File: config.mk
export PLATFORM = sky130hd
export DESIGN_NAME = decoder_scan_ctrl
export DESIGN_NICKNAME = d
export VERILOG_FILES = /design/src/rtl/decoder_scan_ctrl.sv
export SDC_FILE = /design/constraint.sdc
export NUM_CORES = 1
export LEC_CHECK = 0
export CAP_MARGIN = 15
export CELL_PAD_IN_SITES_DETAIL_PLACEMENT = 1
export CELL_PAD_IN_SITES_GLOBAL_PLACEMENT = 1
export CORE_ASPECT_RATIO = 1.2
export CORE_MARGIN = 4
export CORE_UTILIZATION = 35
export DETAILED_ROUTE_END_ITERATION = 10
export PLACE_DENSITY = 0.76
export SLEW_MARGIN = 10
export SYNTH_ARGS = -nofsm -noshare
export SYNTH_HDL_FRONTEND = slang
export SYNTH_SLANG_ARGS = --single-unit
File: constraint.sdc
create_clock -name clk -period 4.9 [get_ports clk]
set_clock_uncertainty 0.1 [all_clocks]
set_input_delay 1.225 -clock clk [delete_from_list [all_inputs] [get_ports clk]]
set_output_delay 1.225 -clock clk [all_outputs]
set_load 0.005 [all_outputs]
File: src/rtl/decoder_scan_ctrl.sv
// -----------------------------------------------------------------------------
// decoder_scan_ctrl
//   Sequencer feeding a 3-to-8 decoder. It walks channels 0..7, holding each
//   channel enabled for a programmable dwell time. An optional blanking gap
//   with the enable released separates consecutive channels, so at most one
//   decoder output is high in any cycle.
//
// Parameters
//   DWELL_W    width of the dwell input and of the dwell counter
//   BLANK_CYC  cycles with e=1 between channels (0 = no blanking)
//
// Ports
//   clk         in   rising-edge clock
//   rst         in   asynchronous active-high reset
//   start       in   begin a scan (honoured only in IDLE)
//   stop        in   abort (honoured in any state, wins over start/advance)
//   cont        in   0 = single sweep, 1 = continuous; sampled with start
//   dwell       in   cycles per channel; sampled with start; 0 behaves as 1
//   x, y, z     out  decoder select, x = MSB
//   e           out  decoder enable, active-low
//   busy        out  high in ACTIVE or BLANK
//   sweep_done  out  one-cycle pulse at the end of a single sweep
//   dbg_state   out  current FSM state (IDLE=0, ACTIVE=1, BLANK=2)
//
// Handshake: start and stop are level-sampled every rising edge; there is no
// ready/acknowledge. A start seen in IDLE with stop low launches a scan that
// becomes visible (e=0) on the very next cycle.
// -----------------------------------------------------------------------------
module decoder_scan_ctrl #(
  parameter int DWELL_W   = 8,
  parameter int BLANK_CYC = 2
) (
  input  logic               clk,
  input  logic               rst,
  input  logic               start,
  input  logic               stop,
  input  logic               cont,
  input  logic [DWELL_W-1:0] dwell,
  output logic               x,
  output logic               y,
  output logic               z,
  output logic               e,
  output logic               busy,
  output logic               sweep_done,
  output logic [1:0]         dbg_state
);

  typedef enum logic [1:0] {
    S_IDLE   = 2'd0,
    S_ACTIVE = 2'd1,
    S_BLANK  = 2'd2
  } state_t;

  // Blank counter only needs to hold BLANK_CYC-1; keep at least one bit so
  // the declaration stays legal when blanking is disabled.
  localparam int BW = (BLANK_CYC > 1) ? $clog2(BLANK_CYC) : 1;
  localparam logic [BW-1:0] BLANK_LAST = BW'((BLANK_CYC > 0) ? (BLANK_CYC - 1) : 0);

  state_t               r_state;
  logic [2:0]           r_chan;
  logic [DWELL_W-1:0]   r_dcnt;
  logic [BW-1:0]        r_bcnt;
  logic [DWELL_W-1:0]   r_len;
  logic                 r_cont;
  logic                 r_e;
  logic                 r_busy;
  logic                 r_done;

  state_t               w_nxt_state;
  logic [2:0]           w_nxt_chan;
  logic [DWELL_W-1:0]   w_nxt_dcnt;
  logic [BW-1:0]        w_nxt_bcnt;
  logic [DWELL_W-1:0]   w_nxt_len;
  logic                 w_nxt_cont;
  logic                 w_nxt_done;
  logic                 w_adv;
  logic [DWELL_W-1:0]   w_len;

  // A dwell of zero would make ACTIVE vanish; treat it as one cycle.
  assign w_len = (dwell == '0) ? {{(DWELL_W-1){1'b0}}, 1'b1} : dwell;

  always_comb begin
    w_nxt_state = r_state;
    w_nxt_chan  = r_chan;
    w_nxt_dcnt  = r_dcnt;
    w_nxt_bcnt  = r_bcnt;
    w_nxt_len   = r_len;
    w_nxt_cont  = r_cont;
    w_nxt_done  = 1'b0;
    w_adv       = 1'b0;

    case (r_state)
      S_IDLE: begin
        if (start && !stop) begin
          w_nxt_state = S_ACTIVE;
          w_nxt_len   = w_len;
          w_nxt_cont  = cont;
          w_nxt_chan  = 3'd0;
          w_nxt_dcnt  = w_len - 1'b1;
        end
      end
      S_ACTIVE: begin
        if (stop) begin
          w_nxt_state = S_IDLE;
        end else if (r_dcnt == '0) begin
          if (BLANK_CYC > 0) begin
            w_nxt_state = S_BLANK;
            w_nxt_bcnt  = BLANK_LAST;
          end else begin
            w_adv = 1'b1;
          end
        end else begin
          w_nxt_dcnt = r_dcnt - 1'b1;
        end
      end
      S_BLANK: begin
        if (stop) begin
          w_nxt_state = S_IDLE;
        end else if (r_bcnt == '0) begin
          w_adv = 1'b1;
        end else begin
          w_nxt_bcnt = r_bcnt - 1'b1;
        end
      end
      default: begin
        w_nxt_state = S_IDLE;
      end
    endcase

    // Advance to the next channel. Channel 7 either wraps (continuous) or
    // ends the sweep, leaving the select lines parked on 7.
    if (w_adv) begin
      if ((r_chan != 3'd7) || r_cont) begin
        w_nxt_chan  = r_chan + 3'd1;
        w_nxt_state = S_ACTIVE;
        w_nxt_dcnt  = r_len - 1'b1;
      end else begin
        w_nxt_state = S_IDLE;
        w_nxt_done  = 1'b1;
      end
    end
  end

  always_ff @(posedge clk or posedge rst) begin
    if (rst) begin
      r_state <= S_IDLE;
      r_chan  <= 3'd0;
      r_dcnt  <= '0;
      r_bcnt  <= '0;
      r_len   <= '0;
      r_cont  <= 1'b0;
      r_e     <= 1'b1;
      r_busy  <= 1'b0;
      r_done  <= 1'b0;
    end else begin
      r_state <= w_nxt_state;
      r_chan  <= w_nxt_chan;
      r_dcnt  <= w_nxt_dcnt;
      r_bcnt  <= w_nxt_bcnt;
      r_len   <= w_nxt_len;
      r_cont  <= w_nxt_cont;
      // Enable and busy come straight from flops so the decoder never sees
      // a decode glitch of the state bits.
      r_e     <= (w_nxt_state != S_ACTIVE);
      r_busy  <= (w_nxt_state != S_IDLE);
      r_done  <= w_nxt_done;
    end
  end

  assign x          = r_chan[2];
  assign y          = r_chan[1];
  assign z          = r_chan[0];
  assign e          = r_e;
  assign busy       = r_busy;
  assign sweep_done = r_done;
  assign dbg_state  = r_state;

endmodule

==> impl_metrics.yaml, run 1 <==
yosys:
  synth_seq_area_share_pct: 37.08
  synth_edf_count: 0
  synth_top_cell_by_area: "dfrtp_1"
  ys_types: 49
  syn_area_um2: 1758
  syn_nets: 223
  syn_inst: 204
  yosys_most_used_dff: "dfrtp_1"
  yosysTopAreaCellShare_pct: 35.59
  synth_commonest_cells: "37 x nand2_1, 25 x dfrtp_1, 13 x inv_1"
  synthTopCellsByArea: "dfrtp_1 36%, nand2_1 7.9%, ha_1 4.3%"
  synth-seq-cells: 26
  yosys_warnings: 0
  avgSynthCellArea_um2: 8.617
  async_flop_share_pct: 100.0
  yosysMostFrequentCell: "nand2_1"
die:
  rows: 28
  die-width_um: 72.70
  coreArea_um2: 4905
  initial_utilization_pct: 35.84
  dieArea_um2: 6225
  num_io_pins: 21
  die_y_um: 85.64
clock_tree:
  tritoncts: "done"
  cts_buffers: 3
  clockBufferDepth: 2
  clkSlewWorstSetupHoldPaths_ns: 0.10
  cts_hold_buf: 0
  ctsResizeCount: 0
  worstSkewPairLatency_ns: 0.28
  post_cts.repair.setup_buffers: 0
  cts_sinks: 26
  cts_max_level: 1
  cts_root_buf: "clkbuf_8"
pwr:
  power.internal_w: 0.0005121
  ir_drop_mv: 0.2119
  power_switching_w: 0.0003062
  pwr-share-seq_pct: 43.4
  power_density_nw_per_um2: 391.9
  p_leak_nw: 0.9056
  netSwitchingFraction_pct: 37.42
  pwr-share-clk_pct: 22.4
  power_frac_comb_pct: 34.1
grt:
  grtUsageMet1_pct: 23.65
  grt_use_met2_pct: 27.18
  grt_antenna_before_repair: 0
  grt_overflow: 0
  grt_util_all_layers_pct: 16.94
  grt_pass1_wl_um: 8383
  grt_pass1_vias: 1663
  grtUsageMet3_pct: 1.758
  top_usage_layer: "met2"
  grt_start_max_net_pins: 27
sta:
  grt_setup_unrepaired: "false"
  slew_headroom_pct: 52.83
  finalCritPeriodShare_pct: 77.78
  fmax_mhz: 262.4
  setup_ws_ns: 1.089
  finalSetupTns_ns: 0
  hold_viol: 0
  finalSetupViolCount: 0
  worst_pin_slew_ns: 0.7075
  maxSlewViolCount: 0
  fin_crit_ns: 3.811
drt:
  drtIter0Drc: 84
  totalWireLength_um: 4896
  drt.antenna.violating_nets: 0
  drcViolationCount: 0
  num_vias: 1615
  routed_via_density: 5.747
  avgRoutedWirePerCell_um: 17.42
  drt_first_pass_iters: 4
worst_setup_path:
  worstPathMaxFanout: 8
  crit_required_ns: 5.00
  path_class: "input port to flop"
  cp-start-kind: "input port"
  worstSetupEndpointType: "flop"
  arrival_ns: 3.91
placed_design:
  place_ws_ns: 0.8216
  place_hpwl_um: 3460
  post-place-cells: 276
  gp_congestion: 0.8242
  portBuffers: 20
finish:
  layout-drive-gt1-share_pct: 6.787
  final_cells: 281
  n_antenna_cell: 0
  syn_to_final_growth_pct: 18.79
  nFillCells: 596
  layout.nets: 241
outcome:
  status: "finished, final reports clean"
run:
  cap_violations: 0
hold_path:
  hp-class: "flop to flop"
[cell usage in the layout (no fill, tap or decap), types with 3 or more instances in the layout]
master and count:
o211ai_1 3, nor3_1 4, nor2_1 11, ha_1 6
nand3_1 9, a22oi_1 4, nor4_1 4, nand4_1 3
nor2b_1 4, nand2_1 37, clkbuf_8 3, clkdlybuf4s50_1 20
a211o_1 3, nand2b_1 3, or4_1 3, dfrtp_1 25
xor2_1 6, a21oi_1 6, or4b_1 3, o21ai_0 12
inv_1 13, or3_1 4
[registers in the layout (all words and copies together), names as in the netlist]
name	cells
dbg_state	2
r_dcnt	8
sweep_done	1
busy	1
e	1
r_chan	3
r_cont	1
r_bcnt	1
r_len	8
[metal layers]
| layer | wire, µm | share of wire [%] | up-vias |
|---|---|---|---|
| li1 | - | - | 771 |
| met1 | 2315 | 47 | 814 |
| met2 | 2388 | 49 | 28 |
| met3 | 130 | 2.7 | 2 |
| met4 | 61 | 1.2 | 0 |
| met5 | 0 | 0 | - |
[per-stage QoR]
step	total power [W]	instance area [µm²]	hold WS [ns]	util (%)
floorplan	0.0005404	1758	0.3369	-
finish	0.0008183	2088	0.3930	42.58
global placement	0.0006174	1989	0.3618	40.56
CTS	0.0008146	2061	0.4027	42.02
detailed placement	0.0006284	1989	0.3785	40.56
global route	0.0008726	2088	0.4344	42.58
[layout make-up]
type                            instances  area, µm²  share of cell area, %
Multi-Input combinational cell        155      998.5                  47.81
Sequential cell                        26      651.9                  31.22
Timing Repair Buffer                   23      242.7                  11.62
Tap cell                               60      75.07                  3.595
Inverter                               13      48.80                  2.337
Clock buffer                            3      41.29                  1.977
Clock inverter                          1      30.03                  1.438
[cells by family after synthesis]
family / count (synthesis) / synth area share, %
simple gates: 92 / 27.83
compound gates: 48 / 20.07
flops: 26 / 37.08
buf+inv: 23 / 6.121
xor+xnor: 8 / 3.986
fa+ha+maj: 6 / 4.270
mux: 1 / 0.6405
[critical path, stage by stage]
cell and delay (ns):
clkdlybuf4s50_1 0.52, nor4_1 0.57, a31oi_1 0.25, ha_1 0.28, nor3b_1 0.18, or4b_1 0.48
a31o_2 0.24, a22oi_1 0.17
[worst paths after layout]
check | slack, ns | depth (start not counted) | startpoint | end
max in group asynchronous | 3.21 | 3 | rst | r_len[5]$_DFFE_PP0P_
worst max register to register | 2.56 | 5 | dbg_state[0]$_DFF_PP0_ | r_dcnt[4]$_DFF_PP0_
worst max-delay path | 1.09 | 8 | dwell[4] | r_dcnt[4]$_DFF_PP0_
min in group asynchronous | 1.08 | 2 | rst | busy$_DFF_PP0_
worst min register to register | 0.39 | 2 | r_cont$_DFFE_PP0P_ | r_cont$_DFFE_PP0P_
worst min-delay path | 0.39 | 2 | r_cont$_DFFE_PP0P_ | r_cont$_DFFE_PP0P_
[power groups by stage]
stage                     clock, W  combinational, W  sequential, W
after floorplan                  0          0.000226       0.000315
final                     0.000184          0.000279       0.000355
after global routing      0.000198          0.000309       0.000365
after detailed placement         0          0.000273       0.000355
after CTS                 0.000188          0.000277       0.000350
after global placement           0          0.000265       0.000353
Power figures use the tool's default switching activity.
==> run 2: changes to the inputs <==
--- a/config.mk
+++ b/config.mk
@@ -12,7 +12,7 @@
 export CORE_MARGIN = 4
 export CORE_UTILIZATION = 35
 export DETAILED_ROUTE_END_ITERATION = 10
-export PLACE_DENSITY = 0.76
+export PLACE_DENSITY = 0.79
 export SLEW_MARGIN = 10
 export SYNTH_ARGS = -nofsm -noshare
 export SYNTH_HDL_FRONTEND = slang
==> constraint.sdc (replaced) <==
create_clock -name clk -period 3.3 [get_ports clk]
set_clock_uncertainty 0.1 [all_clocks]
set_input_delay 0.825 -clock clk [delete_from_list [all_inputs] [get_ports clk]]
set_output_delay 0.825 -clock clk [all_outputs]
set_load 0.005 [all_outputs]
==> run 2 against run 1 <==
Net effect: critical path depth up 1; count of clock-buffer cells in the layout unchanged; critical path type unchanged; sequential cell count unchanged; core utilization up 0.82 points; final cell count up 2.8%; power up 49%; non-clock buffer count up 8.
==> impl_metrics.yaml, run 2 (synthesis gave the netlist of run 1 again) <==
drt:
  drt_first_pass_iters: 4
  routed_via_density: 5.813
  avgRoutedWirePerCell_um: 17.36
  drtIter0Drc: 96
  drt.antenna.violating_nets: 0
  totalWireLength_um: 5016
  drcViolationCount: 0
  num_vias: 1680
sta:
  worst_pin_slew_ns: 0.6876
  finalCritPeriodShare_pct: 91.69
  fin_crit_ns: 3.026
  slew_headroom_pct: 53.81
  fmax_mhz: 330.5
  maxSlewViolCount: 0
  whs_ns: 0.3858
  finalSetupViolCount: 0
  grt_setup_unrepaired: "false"
  setup_ws_ns: 0.2742
  hold_viol: 0
grt:
  grt_start_max_net_pins: 27
  grt_pass1_vias: 1713
  grt_pass1_wl_um: 8418
  grtUsageMet3_pct: 1.524
  grt_use_met2_pct: 30.71
  top_usage_layer: "met2"
  grt_util_all_layers_pct: 16.99
  grt_overflow: 0
  grt_antenna_before_repair: 0
  grtUsageMet1_pct: 21.76
clock_tree:
  post_cts.repair.setup_buffers: 0
  cts_sinks: 26
  cts_max_level: 1
  cts_hold_buf: 0
  ctsResizeCount: 0
  worstSkewPairLatency_ns: 0.27
  clkSlewWorstSetupHoldPaths_ns: 0.10
  tritoncts: "done"
  clockBufferDepth: 2
  cts_buffers: 3
  cts_root_buf: "clkbuf_8"
die:
  num_io_pins: 21
  coreArea_um2: 4905
  dieArea_um2: 6225
  initial_utilization_pct: 35.84
  die_y_um: 85.64
  rows: 28
  die-width_um: 72.70
finish:
  layout.nets: 249
  n_antenna_cell: 0
  reg_top3: "r_dcnt x8, r_len x8, r_chan x3"
  multi_input_area_um2: 998.5
  nFillCells: 594
  fin_area_um2: 2128
  final_cells: 289
  mostFrequentLayoutCells: "37 x nand2_1, 25 x dfrtp_1, 20 x clkdlybuf4s50_1"
  layout-drive-gt1-share_pct: 10.04
  syn_to_final_growth_pct: 21.07
  seqCellArea_um2: 651.9
  final_common_cell: "nand2_1"
pwr:
  finalPower_w: 0.001219
  ir_drop_mv: 0.3188
  p_leak_nw: 0.9370
  power_density_nw_per_um2: 572.7
worst_setup_path:
  cp-start-kind: "input port"
  crit_chain: "clkdlybuf4s50_1 -> nor4_1 -> buf_4 -> a31oi_1 -> ha_1 -> nor3b_1 -> or4b_1 -> a31o_2 -> a22oi_1"
  crit_required_ns: 3.39
  rr_worst_depth: 5
  worstPathMaxFanout: 3
  cp_slowest_cell: "or4b_1"
  worstSetupEndpointType: "flop"
  critPathMaxStageDelay_ns: 0.47
  arrival_ns: 3.12
  path_class: "input port to flop"
hold_path:
  holdPathStages: 2
  hp-class: "flop to flop"
placed_design:
  gp_congestion: 0.8647
  portBuffers: 20
  place_hpwl_um: 3628
  post-place-cells: 285
  dpl_cell_area_um2: 2057
  place_ws_ns: -0.01590
run:
  cap_violations: 0
outcome:
  status: "finished, final reports clean"
-- run 2: cell types whose count changed in the layout (fill, tap and decap cells not counted), sizes merged --
cell / delta
buf: +8
-- run 2: metal layers --
metal / part of all wire, % / vias up
li1: - / 791
met1: 45 / 862
met2: 52 / 23
met3: 1.8 / 4
met4: 0.96 / 0
met5: 0 / -
-- run 2: layout make-up --
class	instances	area share, %
Timing Repair Buffer	31	13.29
Sequential cell	26	30.63
Clock buffer	3	1.940
Multi-Input combinational cell	155	46.91
Tap cell	60	3.527
Inverter	13	2.293
Clock inverter	1	1.411
-- run 2: worst paths after layout --
kind	endpoint	startpoint	slack (ns)
setup / recovery	r_dcnt[4]$_DFF_PP0_	dwell[4]	0.27
hold / removal	r_cont$_DFFE_PP0P_	r_cont$_DFFE_PP0P_	0.39
setup reg to reg	r_dcnt[3]$_DFF_PP0_	dbg_state[0]$_DFF_PP0_	1.07
hold reg to reg	r_cont$_DFFE_PP0P_	r_cont$_DFFE_PP0P_	0.39
max in group asynchronous	e$_DFF_PP1_	rst	1.99
min in group asynchronous	r_chan[0]$_DFF_PP0_	rst	0.81
-- run 2: worst max-delay path: cells and delay by family --
family / cells / cell delay, ns
AOI/OAI and AO/OA: 3 / 0.53
buffers and inverters: 2 / 0.58
and+or+nand+nor: 3 / 0.91
adders and majority gates: 1 / 0.25
-- run 2: power breakdown --
part	internal, W	switching [W]
sequential	0.000397	0.000131
combinational	0.000204	0.000217
clock	0.000162	0.000107
total	0.000763	0.000455
-- run 2: through the flow --
step | TNS [ns] | utilization (%)
after floorplan | 0 | -
after global placement | 0 | 41.94
after detailed placement | -0.01590 | 41.94
after CTS | 0 | 43.39
after global routing | 0 | 43.39
final | 0 | 43.39
